$ cat config.mk
export PLATFORM = sky130hd
export DESIGN_NAME = mem_stage_lsu
export DESIGN_NICKNAME = d
export VERILOG_FILES = /design/src/rtl/mem_stage_lsu.sv
export SDC_FILE = /design/constraint.sdc
export NUM_CORES = 1
export LEC_CHECK = 0
export ABC_CLOCK_PERIOD_IN_PS = 3200
export BUFFER_PORTS_ARGS = -buffer_cell sky130_fd_sc_hd__buf_4
export CORE_AREA = 2 2 122 124
export DETAILED_ROUTE_END_ITERATION = 8
export DIE_AREA = 0 0 124 126
export PLACE_DENSITY = 0.75
export SYNTH_ARGS = -nofsm -noshare
export SYNTH_HDL_FRONTEND = slang
export SYNTH_SLANG_ARGS = --single-unit
$ cat constraint.sdc
create_clock -name iClk -period 3.2 [get_ports iClk]
set_input_delay 0.8 -clock iClk [delete_from_list [all_inputs] [get_ports iClk]]
set_output_delay 0.8 -clock iClk [all_outputs]
set_load 0.005 [all_outputs]
$ cat src/rtl/mem_stage_lsu.sv
// ME-stage load/store unit: one outstanding data-bus transaction per load/store, with busy stall to the hazard unit.
// Bus request issues combinationally from IDLE; result is valid in the ack cycle and held while the pipe is stalled.
module mem_stage_lsu #(
  parameter int ADDR_W      = 32,
  parameter int TIMEOUT_CYC = 255
) (
  input  logic              iClk,
  input  logic              iRst,
  input  logic              iReq_valid,
  input  logic              iWe,
  input  logic [2:0]        iFunct3,
  input  logic [ADDR_W-1:0] iAddr,
  input  logic [31:0]       iWdata,
  input  logic              iStall_pipe,
  input  logic              iFlush,
  output logic              oStall_ME,
  output logic              oBus_req,
  output logic              oBus_we,
  output logic [ADDR_W-1:0] oBus_addr,
  output logic [3:0]        oBus_be,
  output logic [31:0]       oBus_wdata,
  input  logic              iBus_gnt,
  input  logic              iBus_ack,
  input  logic [31:0]       iBus_rdata,
  output logic [31:0]       oRdata,
  output logic              oRdata_valid,
  output logic              oMisalign,
  output logic              oBusErr
);

  typedef enum logic [2:0] {IDLE, REQ, RESP, HOLD, DRAIN} state_t;

  localparam logic [7:0] TO_LAST = 8'(TIMEOUT_CYC - 1);

  state_t            state_q, state_d;
  logic [7:0]        cnt_q, cnt_d;
  logic              we_q;
  logic [2:0]        f3_q;
  logic [1:0]        alo_q;
  logic [ADDR_W-1:0] addr_q;
  logic [3:0]        be_q;
  logic [31:0]       wdata_q;
  logic [31:0]       rdata_q;

  logic              misalign, issue, timeout, ld_cap;
  logic [3:0]        be_c;
  logic [31:0]       wdata_c;
  logic [31:0]       ext_rd;

  function automatic logic [31:0] extract(input logic [31:0] w, input logic [2:0] f3,
                                          input logic [1:0] alo);
    logic [7:0]  b;
    logic [15:0] h;
    b = w[{alo, 3'b000} +: 8];
    h = alo[1] ? w[31:16] : w[15:0];
    case (f3[1:0])
      2'b00:   extract = {{24{b[7] & ~f3[2]}}, b};
      2'b01:   extract = {{16{h[15] & ~f3[2]}}, h};
      default: extract = w;
    endcase
  endfunction

  assign misalign = ((iFunct3[1:0] == 2'b01) && iAddr[0]) ||
                    ((iFunct3[1:0] == 2'b10) && (iAddr[1:0] != 2'b00));
  assign issue    = (state_q == IDLE) && iReq_valid && !misalign && !iFlush && !iRst;
  assign ext_rd   = extract(iBus_rdata, f3_q, alo_q);
  assign timeout  = ((state_q == RESP) || (state_q == DRAIN)) && !iBus_ack &&
                    (TIMEOUT_CYC != 0) && (cnt_q == TO_LAST);

  always_comb begin
    be_c    = 4'b1111;
    wdata_c = iWdata;
    case (iFunct3[1:0])
      2'b00: begin
        be_c    = 4'b0001 << iAddr[1:0];
        wdata_c = {4{iWdata[7:0]}};
      end
      2'b01: begin
        be_c    = iAddr[1] ? 4'b1100 : 4'b0011;
        wdata_c = {2{iWdata[15:0]}};
      end
      default: ;
    endcase
  end

  always_comb begin
    state_d      = state_q;
    cnt_d        = cnt_q;
    ld_cap       = 1'b0;
    oBus_req     = 1'b0;
    oStall_ME    = 1'b0;
    oRdata       = '0;
    oRdata_valid = 1'b0;
    oBusErr      = timeout;
    oMisalign    = (state_q == IDLE) && iReq_valid && misalign && !iFlush && !iRst;
    case (state_q)
      IDLE: begin
        if (issue) begin
          oBus_req  = 1'b1;
          oStall_ME = 1'b1;
          cnt_d     = '0;
          state_d   = iBus_gnt ? RESP : REQ;
        end
      end
      REQ: begin
        // A flush withdraws the request before the fabric can grant it.
        oBus_req  = !iFlush;
        oStall_ME = iReq_valid;
        if (iFlush) begin
          state_d = IDLE;
        end else if (iBus_gnt) begin
          state_d = RESP;
          cnt_d   = '0;
        end
      end
      RESP: begin
        oStall_ME = iReq_valid && !iBus_ack && !timeout;
        cnt_d     = cnt_q + 8'd1;
        if (iBus_ack) begin
          if (iFlush) begin
            state_d = IDLE;
          end else begin
            oRdata_valid = !we_q;
            oRdata       = we_q ? '0 : ext_rd;
            ld_cap       = !we_q;
            state_d      = iStall_pipe ? HOLD : IDLE;
          end
        end else if (timeout) begin
          state_d = IDLE;
        end else if (iFlush) begin
          state_d = DRAIN;
          cnt_d   = '0;
        end
      end
      HOLD: begin
        oRdata_valid = !we_q;
        oRdata       = we_q ? '0 : rdata_q;
        if (iFlush || !iStall_pipe) state_d = IDLE;
      end
      DRAIN: begin
        oStall_ME = 1'b1;
        cnt_d     = cnt_q + 8'd1;
        if (iBus_ack || timeout) state_d = IDLE;
      end
      default: state_d = IDLE;
    endcase

    if (!oBus_req) begin
      oBus_we    = 1'b0;
      oBus_addr  = '0;
      oBus_be    = '0;
      oBus_wdata = '0;
    end else if (state_q == IDLE) begin
      oBus_we    = iWe;
      oBus_addr  = {iAddr[ADDR_W-1:2], 2'b00};
      oBus_be    = be_c;
      oBus_wdata = wdata_c;
    end else begin
      oBus_we    = we_q;
      oBus_addr  = addr_q;
      oBus_be    = be_q;
      oBus_wdata = wdata_q;
    end
  end

  always_ff @(posedge iClk) begin
    if (iRst) begin
      state_q <= IDLE;
      cnt_q   <= '0;
      we_q    <= 1'b0;
      f3_q    <= '0;
      alo_q   <= '0;
      addr_q  <= '0;
      be_q    <= '0;
      wdata_q <= '0;
      rdata_q <= '0;
    end else begin
      state_q <= state_d;
      cnt_q   <= cnt_d;
      if (issue) begin
        we_q    <= iWe;
        f3_q    <= iFunct3;
        alo_q   <= iAddr[1:0];
        addr_q  <= {iAddr[ADDR_W-1:2], 2'b00};
        be_q    <= be_c;
        wdata_q <= wdata_c;
      end
      if (ld_cap) rdata_q <= ext_rd;
    end
  end

endmodule

# After elaboration in Yosys (flattened, before gate mapping)
# Index checks and enable logic that the tools add are counted.
# word_totals
reg_bits	115
output_inout_bits	106
elab_cells	105
# op_classes
addsub	1
n_eq_ne	15
shift	2
mux	44
bitwise	3
n_reduce_logical	31
# op_table
cell	n
32-bit 2-to-1 mux	8
32-bit one-hot mux with 2 select lines	3
8-bit 2-to-1 mux	6
8-bit one-hot mux with 4 select lines	1
32-bit by 6-bit variable part select with 8-bit output	1
3-bit 2-to-1 mux	8
16-bit 2-to-1 mux	1
3-bit one-hot mux with 5 select lines	1
1-bit logical AND	13
4-bit 2-to-1 mux	3
8-bit by 1-bit adder with 8-bit output, second input constant	1
8-bit == test, second input constant	1
2-bit inequality test, second input constant	4
4-bit one-hot mux with 2 select lines	1
1-bit logical NOT	7
3-bit by 2-bit == test with 1-bit output, second input constant	2
1-bit 2-to-1 mux	6
2-bit 2-to-1 mux	3
5-bit AND reduction	1
2-bit by 1-bit == test with 1-bit output, second input constant	2
2-bit logical NOT	2
1-bit logical OR	4
4-bit inequality test, second input constant	1
1-bit one-hot mux with 2 select lines	2
other kinds (13)	14

# Logic depth before layout (Yosys ltp)
# Gate-level depths: netlist of the first run.
# logic_depth
word_depth	10
mapped_depth	9
depth_no_buf	7

# Least setup slack after synthesis of the first run
# OpenSTA, ideal clock, no wires.
# synth_path
kind	input port to output port
startpoint	in iFunct3[0]
endpoint	out oBus_addr[22]
t_arrival_ns	2.366
slack_ns	0.034
stages	9
cell_sequence	buf_2 -> xor2_1 -> a21oi_2 -> a31oi_1 -> or4_1 -> clkbuf_1 -> buf_2 -> buf_2 -> a21oi_1
# synth_between
elab_chain_len	10
word_cells_on_any_way	12
classes_between	eq/ne (2); mux (3); reduce/logical (7)
# synth_lines
element	line	rtl
start: declaration	11	input logic [2:0] iFunct3,
2-bit by 1-bit == test with 1-bit output or 2-bit == test (tied branches)	63, 64	
1-bit logical AND (on tied branches)	63, 64	
1-bit logical OR (*)	63	assign misalign = ((iFunct3[1:0] == 2'b01) && iAddr[0]) ||
1-bit logical NOT (*)	65	assign issue = (state_q == IDLE) && iReq_valid && !misalign && !iFlush && !iRst;
1-bit logical AND (*) (3 in a row)	65	
1-bit 2-to-1 mux (*)	98	if (issue) begin
1-bit one-hot mux with 2 select lines (*)	96	case (state_q)
32-bit 2-to-1 mux (*)	148	if (!oBus_req) begin
end: declaration	19	output logic [ADDR_W-1:0] oBus_addr,
# Mark *: on every way between the ends. The rest lies on a longest branch, timed or not.

# Worst setup path after layout of the first run
# layout_path
startpoint	in iFunct3[0]
endpoint	out oBus_wdata[14]
# layout_between
elab_chain_len	10
word_cells_on_any_way	15
classes_between	eq/ne (2); mux (5); reduce/logical (8)
# layout_lines
element	line	rtl
2-bit by 1-bit == test with 1-bit output or 2-bit == test (tied branches)	63, 73, 64	
1-bit logical AND (on tied branches)	63, 64	
1-bit logical OR	63	
1-bit logical NOT	65	
1-bit logical AND (3 in a row)	65	
1-bit 2-to-1 mux	98	
1-bit one-hot mux with 2 select lines	96	
32-bit 2-to-1 mux (*)	148	
end: declaration	21	output logic [31:0] oBus_wdata,
# Marks and branches as above.

==> run metrics, run 1 <==
status=finished with violations; failing checks=negative setup slack; Placer Congestion=0.910; crit path max fanout=17; TritonRoute pass-1 iters=5; Synth Cell Area=about 6600 um2; final hold viol count=0; WHS Path Cells=2; area leader, netlist=dfxtp_1; vias in the first global route=6557; Initial Util=45.9%; worst reg2reg path depth=9; cell area after layout=between 9000 and 10000 um2; Mapped Cells=895; clk root buf=clkbuf_16; top cells by area, synth=dfxtp_1, nand2_1, a21oi_1; I/O Buffers=210; GRT Util Overall=26.1%; met2 WL post-DR=10600 um; Worst R2R Start=alo_q[1]$_SDFFE_PP0P_; Yosys cell types=roughly 50; Core Region=approximately 14000 um2; Setup crit start=iFunct3[0]; placed instance area=8390 um2; Startpoint Class=input pin; routed vias=about 7400; RSZ-0062 raised after global routing=yes; # Max-Cap Violations=0; Period minus WS final=3.26 ns; hold_buf cts=0; CP arrival=2.46 ns; worst skew pair latency=about 0.41 ns; hold_sp=wdata_q[3]$_SDFFE_PP0P_; vias per inst=about 5.8; Pwr Density=454 nW/um2; Yosys top cell area share=35.1%; Post-Syn Area per Cell=about 7.3 um2; Clock transition at path regs=0.05 ns; final count of negative-setup-slack endpoints=25; placed instance count=1238; die height=126 um; max_slew headroom=23.2%; Inserted Diodes=0; Final HPWL DP=13800 um; fraction of registers with async set/reset=0%; global-route wire length before repair=32600 um; share of cells above drive strength 1=31.3%; largest net degree at the start of global routing=100; CP Class=in -> out; wire per inst=17.2 um; DRT iter0 DRCs=722; Synth warnings=0; DR top layer=met4; Synth-to-Final Area Change=41.4%; crit share post-route=102%; Layout Cells excl Fill=1277; clock skew=0.00911 ns; commonest register cell after synthesis=dfxtp_1; total CTS buffers=17; worst slew pin tran=1.15 ns; GR Overflow Total=0; Worst EP required=around 2.4 ns; Worst setup EP type=output port; register bit total from synthesis=115; final wirelength=21900 um; setup ws final=-0.0592 ns; Layout Nets=1192; initial antenna violation count=0; ANT nets after route=0; cell types with the highest counts after synthesis=nand2_1, a21oi_1, dfxtp_1; Worst VDD drop=282 uV; DRC Markers=0; CTS sink cnt=115; I/O pin count=approximately 210; post-synthesis sequential area ratio=about a third; # rows=44; most common cell in the netlist=nand2_1; die area=15600 um2; # H-tree levels=4; TritonCTS clock tree=yes; Worst Hold Class=reg -> reg; Post-Route M1 WL=8860 um; Post-synth EDFFs=0; Max Root-Sink Buffers=2; LEAKAGE=a little under 4 nW; DR WL met3=1970 um; Die Width=124 um; pre-CTS WS=-0.182 ns; Slew Limit Fails=0; fmax=~300 MHz
## worst max-delay path, stage by stage
cell and delay [ns]:
buf_8 0.11, xor2_4 0.18, a21oi_2 0.16, a31oi_1 0.09, or4_4 0.54, buf_12 0.21
a211oi_1 0.20, buf_4 0.15
## where the power goes
part | switching (W) | total [W] | internal [W]
logic | 0.000578 | 0.00101 | 0.000432
registers | 0.0000304 | 0.00152 | 0.00149
clock network | 0.000622 | 0.00169 | 0.00107
total | 0.00123 | 0.00422 | 0.00299
## path summary, 6_finish.rpt
check,slack [ns],end
worst min register to register,0.45,wdata_q[3]$_SDFFE_PP0P_
worst max-delay path,-0.06,oBus_wdata[14]
worst min-delay path,0.45,wdata_q[3]$_SDFFE_PP0P_
worst max register to register,1.13,rdata_q[31]$_SDFFE_PP0P_
## metrics by stage
step	total power [W]	util (%)	TNS, ns	hold slack, ns
after CTS	0.00418	62.8	-0.791	0.453
after detailed placement	0.00247	58.6	-7.87	0.447
after global placement	0.00247	58.6	-3.38	0.442
after floorplan	0.00206	-	0	0.437
after global routing	0.00440	64.8	-4.29	0.467
final	0.00422	64.8	-0.460	0.452
## logic make-up (layout without fill, tap and decap cells)
| family | count (synthesis) | in the layout | share of synthesized area (%) |
|---|---|---|---|
| AOI/OAI and AO/OA | 279 | 279 | 28.4 |
| xor gates and xnor gates | 1 | 1 | 0.133 |
| adders and majority gates | 2 | 2 | 0.381 |
| buffers and inverters | 99 | 296 | 6.18 |
| DFF | 115 | 115 | 35.1 |
| muxes | 37 | 37 | 7.21 |
| other | 1 | 2 | 0.0571 |
| and+or+nand+nor | 361 | 361 | 22.5 |
## layout by cell type (no fill, tap or decap), types with 3 or more instances in the layout
cell,count
a211oi_2,10
o22ai_1,8
o21ai_0,18
mux2i_1,27
clkbuf_8,5
buf_12,7
buf_8,3
a211oi_1,35
dfxtp_1,115
buf_6,6
a21oi_1,108
nand2b_1,7
buf_4,236
nor2_1,80
o211ai_1,4
nor2b_1,4
a221o_1,23
nor3b_1,3
mux4_2,8
and3_1,4
a22o_1,14
a21oi_2,18
inv_1,11
clkbuf_16,20
nand2_1,236
o221ai_1,10
nand3_1,7
a221oi_1,15
clkinv_2,6
## layout make-up
cell class / instances / area, um2
clock buffers: 23 / 498
clock inverters: 6 / 30.0
fillers: 1263 / 5030
well taps: 184 / 230
repair buffers: 256 / 2130
multi-input cells: 682 / 4050
inverters: 11 / 41.3
flip-flops and latches: 115 / 2300
## registers in the layout (all words and copies together) (netlist names), 2 cells and up
name and flops:
wdata_q 32, addr_q 30, cnt_q 8, be_q 4, alo_q 2, rdata_q 32
f3_q 3, state_q 3
## metal layers
metal  GRT usage, %  up-vias
li1               -     3550
met4           10.8        0
met5              0        -
met2           41.8      346
met3           7.47       37
met1           32.7     3461
## repair_timing
action                                  in CTS  in global routing
cloned                                       1                  5
gates resized for setup                      9                 39
endpoints found under the setup margin      84                 83
setup buffers                                0                  4
pin swaps                                    0                  2
No activity file was read; power rests on OpenSTA's default activity.
==> run 2, diff against run 1 <==
--- a/config.mk
+++ b/config.mk
@@ -7,10 +7,12 @@
 export LEC_CHECK = 0
 export ABC_CLOCK_PERIOD_IN_PS = 3200
 export BUFFER_PORTS_ARGS = -buffer_cell sky130_fd_sc_hd__buf_4
-export CORE_AREA = 2 2 122 124
+export CELL_PAD_IN_SITES_DETAIL_PLACEMENT = 1
+export CELL_PAD_IN_SITES_GLOBAL_PLACEMENT = 2
+export CORE_AREA = 2 2 166 168
 export DETAILED_ROUTE_END_ITERATION = 8
-export DIE_AREA = 0 0 124 126
-export PLACE_DENSITY = 0.75
+export DIE_AREA = 0 0 168 170
+export PLACE_DENSITY = 0.74
 export SYNTH_ARGS = -nofsm -noshare
 export SYNTH_HDL_FRONTEND = slang
 export SYNTH_SLANG_ARGS = --single-unit
==> run 2 against run 1 <==
The run now ends clean. Combinational power increased by 7%. Sequential power about the same. Non-clock buffer count increased by 17. Fmax increased by 2.3%. Hold slack improved by 0.0030 ns. Clock skew increased by 0.0087 ns. Clock power increased by 29%. Sequential share of layout area decreased by 1.6 points. Critical endpoint is now oBus_wdata[27]. Largest cell class unchanged.
==> run metrics, run 2 (same netlist as run 1, synthesis figures left out) <==
crit share post-route=99.6%; final wirelength=approximately 27000 um; Worst setup EP type=output port; die area=around 29000 um2; setup TNS=0 ns; Initial Util=about a quarter; crit path max fanout=6; routed vias=7400; Clock transition at path regs=0.06 ns; Worst Hold Class=reg -> reg; Switch Pwr=0.00142 W; max_slew headroom=between 40% and 50%; TritonRoute pass-1 iters=5; Core Region=26700 um2; GRT Util Overall=18.9%; Worst VDD drop=235 uV; Endpoint, Worst Hold=addr_q[28]$_SDFFE_PP0P_; Hold WS=between 0.4 and 0.5 ns; DR top layer=met4; Synth-to-Final Area Change=51.5%; cell area after layout=about 10000 um2; status=finished, final reports clean; Worst EP required=2.40 ns; Final HPWL DP=approximately 18000 um; Worst R2R Start=state_q[1]$_SDFFE_PP0P_; Pwr Density=480 nW/um2; FF+latch area=around 2300 um2; total CTS buffers=17; final count of negative-setup-slack endpoints=0; Largest regs=rdata_q: 32 flops, wdata_q: 32 flops, addr_q: 30 flops; TritonCTS clock tree=yes; # H-tree levels=4; placed instance area=approximately 8700 um2; pre-CTS WS=-0.296 ns; Startpoint Class=input pin; share of cells above drive strength 1=35.0%; WHS Path Cells=2; Layout Nets=about 1200; most frequent cells in the layout=buf_4, nand2_1, dfxtp_1; GR Overflow Total=0; worst slew pin tran=0.825 ns; LEAKAGE=4.07 nW; # Max-Cap Violations=0; final hold viol count=0; RSZ-0062 raised after global routing=yes; Die Width=168 um; DR WL met3=2220 um; met2 WL post-DR=12300 um; Period minus WS final=between 3 and 4 ns; Sw Share=29.8%; worst skew pair latency=0.42 ns; combinational group share of total power=between 20% and 30%; Clk pwr share=45.6%; RR Endpoint=addr_q[22]$_SDFFE_PP0P_; sequential share of power=31.8%; CP arrival=2.39 ns; Post-Route M1 WL=between 10000 and 15000 um; Max Root-Sink Buffers=2; hold_buf cts=0; I/O pin count=between 200 and 250; fmax=314 MHz; most common cell after layout, fill and taps aside=buf_4; clk root buf=clkbuf_16; initial antenna violation count=0; I/O Buffers=210; global-route wire length before repair=between 40000 and 50000 um; worst reg2reg path depth=7; FF-to-FF setup slack=0.85 ns; ANT nets after route=0; clock skew=0.0178 ns; multi-input logic area=between 4000 and 5000 um2; vias per inst=slightly above 5; Internal Power=0.00335 W; # rows=60; Placer Congestion=0.786; hold_sp=addr_q[28]$_SDFFE_PP0P_; DRC Markers=0; largest net degree at the start of global routing=90; DRT iter0 DRCs=415; setup ws final=about 0.014 ns; Slew Limit Fails=0; wire per inst=roughly 19 um; die height=170 um; Inserted Diodes=0; # fillers=about 3200; CP Class=in -> out; vias in the first global route=7491; CTS sink cnt=115
run 2: changes by cell type in the layout (fill, tap and decap cells not counted), moves of 2 or more:
cell,delta
buf_12,+2
a211oi_2,+7
a211oi_1,-8
buf_16,+5
a21oi_4,+2
buf_4,+13
clkinv_4,+7
a21oi_1,-17
clkbuf_8,-4
clkbuf_16,-3
clkinv_2,-6
a21oi_2,+15
bufinv_16,+5
run 2: worst max-delay path by stage:
stage,slack (ns),cells after the start,from,endpoint
global route,-0.06,9,iFunct3[1],oBus_wdata[30]
floorplan,0.03,9,iFunct3[0],oBus_addr[22]
detailed placement,-0.30,8,iFunct3[0],oBus_we
finish,0.01,9,iFunct3[1],oBus_wdata[27]
CTS,-0.05,9,iFunct3[0],oBus_wdata[27]
global placement,-0.30,8,iFunct3[0],oBus_we
run 2: stage by stage:
step	instances	total power (W)	util, %
after CTS	1453	0.00481	36.6
after global placement	1411	0.00251	32.7
after detailed placement	1411	0.00251	32.7
after global routing	1454	0.00503	37.3
final	1454	0.00478	37.3
after floorplan	896	0.00206	-
run 2: critical path, cell delays in order:
cell	delay (ns)
buf_8	0.10
xor2_2	0.17
a21oi_2	0.14
a31oi_1	0.10
or4_4	0.50
buf_12	0.19
buf_16	0.15
a21oi_2	0.10
buf_4	0.13
run 2: power groups by stage:
stage          logic [W]  clock network, W  registers [W]
5_1_grt          0.00118           0.00232        0.00153
3_3_place_gp    0.000962                 0        0.00155
3_5_place_dp    0.000961                 0        0.00155
4_1_cts          0.00105           0.00225        0.00152
2_1_floorplan   0.000522                 0        0.00154
6_report         0.00108           0.00218        0.00152
run 2: what timing repair did:
| action | CTS | global route |
|---|---|---|
| buffers inserted | 4 | 2 |
| pin swaps | 3 | 2 |
| cloned | 6 | 0 |
| resized for setup | 51 | 37 |
| setup endpoints to repair | 89 | 86 |
run 2: per-layer routing:
metal / global-route usage (%) / vias to the layer above
met4: 4.42 / 0
met1: 25.2 / 3553
li1: - / 3578
met5: 0 / -
met3: 5.72 / 23
met2: 30.0 / 246
run 2: cell type report:
type / instances / share of cell area (%)
clock inverters: 14 / 2.29
flip-flops and latches: 115 / 23.2
multi-input cells: 682 / 42.0
inverters: 11 / 0.415
clock buffers: 18 / 4.42
well taps: 341 / 4.29
repair buffers: 273 / 23.4
